**src/rtl/div_clk.sv**
```systemverilog
`timescale 1ns/1ps
// div_clk: registered integer clock divider; clk_out is low for ceil(DIVISOR/2) cycles, then high.
// Optional macro DIV_CLK_TICK_EN adds a one-cycle tick on every clk_out rising edge.
module div_clk #(
    parameter int DIVISOR = 100
) (
    input  logic clk_in,
    input  logic rst,
`ifdef DIV_CLK_TICK_EN
    output logic tick,
`endif
    output logic clk_out
);

    // The guard keeps the width legal so that only the $error below fires for a bad DIVISOR.
    localparam int CNT_W = (DIVISOR < 2) ? 1 : $clog2(DIVISOR);
    localparam int HALF  = (DIVISOR + 1) / 2;
    localparam logic [CNT_W-1:0] CNT_MAX  = CNT_W'(DIVISOR - 1);
    localparam logic [CNT_W-1:0] CNT_HALF = CNT_W'(HALF);
    localparam logic [CNT_W-1:0] CNT_ONE  = CNT_W'(1);

    if (DIVISOR < 2) begin : g_bad_divisor
        $error("div_clk: DIVISOR must be at least 2");
    end

    // Declaration values give a defined low output before the first reset.
    logic [CNT_W-1:0] cnt_reg     = '0;
    logic             clk_out_reg = 1'b0;
    logic [CNT_W-1:0] cnt_next;

    always_comb begin
        cnt_next = cnt_reg + CNT_ONE;
        if (cnt_reg == CNT_MAX) begin
            cnt_next = '0;
        end
    end

    always_ff @(posedge clk_in) begin
        if (rst) begin
            cnt_reg     <= '0;
            clk_out_reg <= 1'b0;
        end else begin
            cnt_reg     <= cnt_next;
            clk_out_reg <= (cnt_next >= CNT_HALF);
        end
    end

    assign clk_out = clk_out_reg;

`ifdef DIV_CLK_TICK_EN
    logic tick_reg = 1'b0;

    // The count lands on HALF exactly once per period, on the edge where clk_out rises.
    always_ff @(posedge clk_in) begin
        if (rst) begin
            tick_reg <= 1'b0;
        end else begin
            tick_reg <= (cnt_next == CNT_HALF);
        end
    end

    assign tick = tick_reg;
`endif

endmodule

```
**config.mk**
```make
export PLATFORM = sky130hd
export DESIGN_NAME = div_clk
export DESIGN_NICKNAME = d
export VERILOG_FILES = /design/src/rtl/div_clk.sv
export SDC_FILE = /design/constraint.sdc
export NUM_CORES = 1
export LEC_CHECK = 0
export CELL_PAD_IN_SITES_DETAIL_PLACEMENT = 1
export CELL_PAD_IN_SITES_GLOBAL_PLACEMENT = 1
export CORE_AREA = 3 3 40 42
export CTS_BUF_LIST = sky130_fd_sc_hd__clkbuf_2 sky130_fd_sc_hd__clkbuf_4 sky130_fd_sc_hd__clkbuf_8
export DETAILED_ROUTE_END_ITERATION = 8
export DIE_AREA = 0 0 43 45
export GPL_ROUTABILITY_DRIVEN = 0
export PLACE_DENSITY = 0.58
export SETUP_SLACK_MARGIN = 0.15
export SKIP_CTS_REPAIR_TIMING = 1
export SYNTH_ARGS = -nofsm -noshare
export SYNTH_HDL_FRONTEND = slang
export SYNTH_SLANG_ARGS = --single-unit
```
**constraint.sdc**
```tcl
create_clock -name clk_in -period 1.3 [get_ports clk_in]
set_input_delay 0.195 -clock clk_in [delete_from_list [all_inputs] [get_ports clk_in]]
set_output_delay 0.195 -clock clk_in [all_outputs]
set_load 0.05 [all_outputs]
```
==> impl_metrics.csv <==
group,metric,value,unit
run_status,outcome,"finished, final reports clean",
pwr,total_power,0.545,mW
detailed_routing,firstDrtPassIters,3,
sta,rsz0062_at_grt,"true",
pwr,switchingPower,0.131,mW
sta,min_period,1.29,ns
pwr,p_int,0.414,mW
place,port_buffers,2,
clock_tree,numCtsBuffers,3,
clock_tree,clk_pin_slew,0.06,ns
pwr,pwr-share-comb,7.4,%
final_layout,n_antenna_cell,0,
pwr,ir_drop,492,µV
detailed_routing,wl_per_cell,13.9,µm
sta,timing.final.hold_violations,0,
final_layout,nNetsFinal,52,
synthesis,yosys-top-cells-area,"dfxtp_1 (39%), nand4bb_4 (6.6%), ha_1 (6.0%), nand4bb_1 (5.4%), mux2i_1 (4.8%)",
synthesis,synth_seq_cells,8,
sta,hold_slack,0.464,ns
global_routing,track_usage,11.1,%
detailed_routing,routed_via_density,5.23,
worst_setup_path,crit_chain,"ha_4 -> and2b_1 -> a21oi_2 -> nand4b_1 -> a31o_1",
sta,slew_violations,0,
synthesis,yosys_warnings,0,
synthesis,synth_top_area_cell,"dfxtp_1",
clock_tree,cts_num_sinks,8,
final_layout,final_cell_mix,"nor2_1 (5), dfxtp_1 (4), clkbuf_4 (4)",
place,hpwl,665,µm
clock_tree,clockRootBuffer,"clkbuf_4",
worst_setup_path,critPathKind,"reg -> reg",
sta,finalClockSkew,0.00730,ns
min_path,hold_class,"reg -> reg",
sta,period_share,98.9,%
clock_tree,cts_tree,"built",
die,die-height,45,µm
clock_tree,worstSkewPairLatency,0.27,ns
pwr,p_clk_share,43.6,%
die,floorplan.rows,13,
synthesis,yosys.area.top_type_share,38.7,%
synthesis,syn-cell-area,414,µm²
worst_setup_path,critPathRequiredTime,1.45,ns
sta,clock.fmax,778,MHz
global_routing,antenna_found_initial,0,
synthesis,netlist_instances,41,
global_routing,first_global_vias,318,
global_routing,gr-total-overflow,0,
synthesis,synth_nets,45,
final_layout,n_fill_cell,151,
worst_setup_path,critPathBufInv,0,
final_layout,drive_above_1_share,34.0,%
worst_setup_path,cp_top_family,"flip-flops",
final_layout,syn2layout_area_growth,25.4,%
die,die_w,43,µm
flow_run,cap_viol_max_count,0,
worst_setup_path,cp_max_fo,6,
final_layout,final_common_cell,"nor2_1",
synthesis,avgSynthCellArea,10.1,µm²
pwr,swShare,24.0,%
final_layout,seq_area,170,µm²
detailed_routing,wl,859,µm
worst_setup_path,crit_arrival,1.44,ns
worst_setup_path,crit_slowest_cell,"dfxtp_4",
die,placeableCoreArea,0.00128,mm²
sta,worstMarginPinSlew,0.340,ns
worst_setup_path,start_kind,"flip-flop",
die,num_io_pins,3,
synthesis,ys_types,21,
worst_setup_path,cp-end-kind,"flip-flop",
die,initial_utilization,32.2,%
final_layout,post-route-util,40.4,%
detailed_routing,vias,324,
detailed_routing,ant_nets,0,
global_routing,grt_pass1_wl,1470,µm
worst_setup_path,slowest_delay,0.36,ns
die,fp.dieArea,0.00194,mm²
sta,finalSetupViolCount,0,
detailed_routing,drt_iter0_markers,2,
sta,final.setup.worst_slack,0.0140,ns
pwr,powerDensity,1050,mW/mm²
final_layout,instances_no_fill,62,
clock_tree,htree_levels,1,
place,placed_cells,58,
global_routing,grt_max_degree,9,
final_layout,multi_input_area,259,µm²
final_layout,largest_reg_flops,7,
pwr,leakage,0.180,nW
clock_tree,cts_max_path_buffers,2,
sta,relSlewSlack,77.3,%
pwr,p_seq_share,48.9,%
synthesis,ys_seq_area_share,38.7,%
place,dp_slack,0.0173,ns
detailed_routing,drc,0,
cell usage after synthesis:
master and n:
nand4_1 2, nor2b_1 1, nor3b_1 1, xor2_1 2, and2b_1 1, nand3_1 2
nand4bb_1 2, nor3_2 1, mux2i_1 2, ha_1 2, nor3_1 2, a21oi_1 2
nand2_1 2, nand4b_1 1, nand4bb_4 1, a31o_1 1, a21oi_2 1, dfxtp_1 8
nor2_1 5, buf_6 1, inv_1 1
routing by layer:
layer / track usage [%] / wire length [µm] / vias up
li1: - / - / 159
met4: 10.8 / 28 / 0
met2: 16.2 / 409 / 5
met1: 12.6 / 389 / 157
met5: 0 / 0 / -
met3: 3.59 / 32 / 3
area by class of cell:
class	instances	share of cell area [%]
clock buffers	4	5.78
inverters	1	0.723
multi-input cells	31	49.9
flip-flops and latches	8	32.8
well taps	15	3.61
repair buffers	3	7.23
cells by family after synthesis:
group / synth area share (%)
adder cells (fa/ha/maj): 6.04
AND/OR/NAND/NOR: 36.0
buffers and inverters: 3.62
XOR/XNOR: 4.23
flip-flops: 38.7
AO/OA/AOI/OAI: 6.65
multiplexers: 4.83
power by group through the flow:
stage          registers [mW]  clock network (mW)  logic, mW
2_1_floorplan           0.269                   0     0.0265
3_3_place_gp            0.271                   0     0.0379
3_5_place_dp            0.272                   0     0.0407
4_1_cts                 0.266               0.246     0.0408
5_1_grt                 0.269               0.264     0.0439
6_report                0.267               0.238     0.0405
through the flow:
| step | instance area [µm²] | TNS (ns) |
|---|---|---|
| after floorplan | 432 | 0 |
| after global placement | 477 | 0 |
| after detailed placement | 477 | 0 |
| after CTS | 507 | -0.00534 |
| after global routing | 519 | -0.0239 |
| final | 519 | 0 |
worst paths after layout:
kind,startpoint,to,slack (ns),depth (start not counted)
max reg2reg,cnt_reg[0]$_SDFF_PP0_,clk_out$_SDFF_PP0_,0.01,5
min reg2reg,cnt_reg[0]$_SDFF_PP0_,cnt_reg[0]$_SDFF_PP0_,0.46,1
min,cnt_reg[0]$_SDFF_PP0_,cnt_reg[0]$_SDFF_PP0_,0.46,1
max,cnt_reg[0]$_SDFF_PP0_,clk_out$_SDFF_PP0_,0.01,5
(Power assumes the default switching activity.)
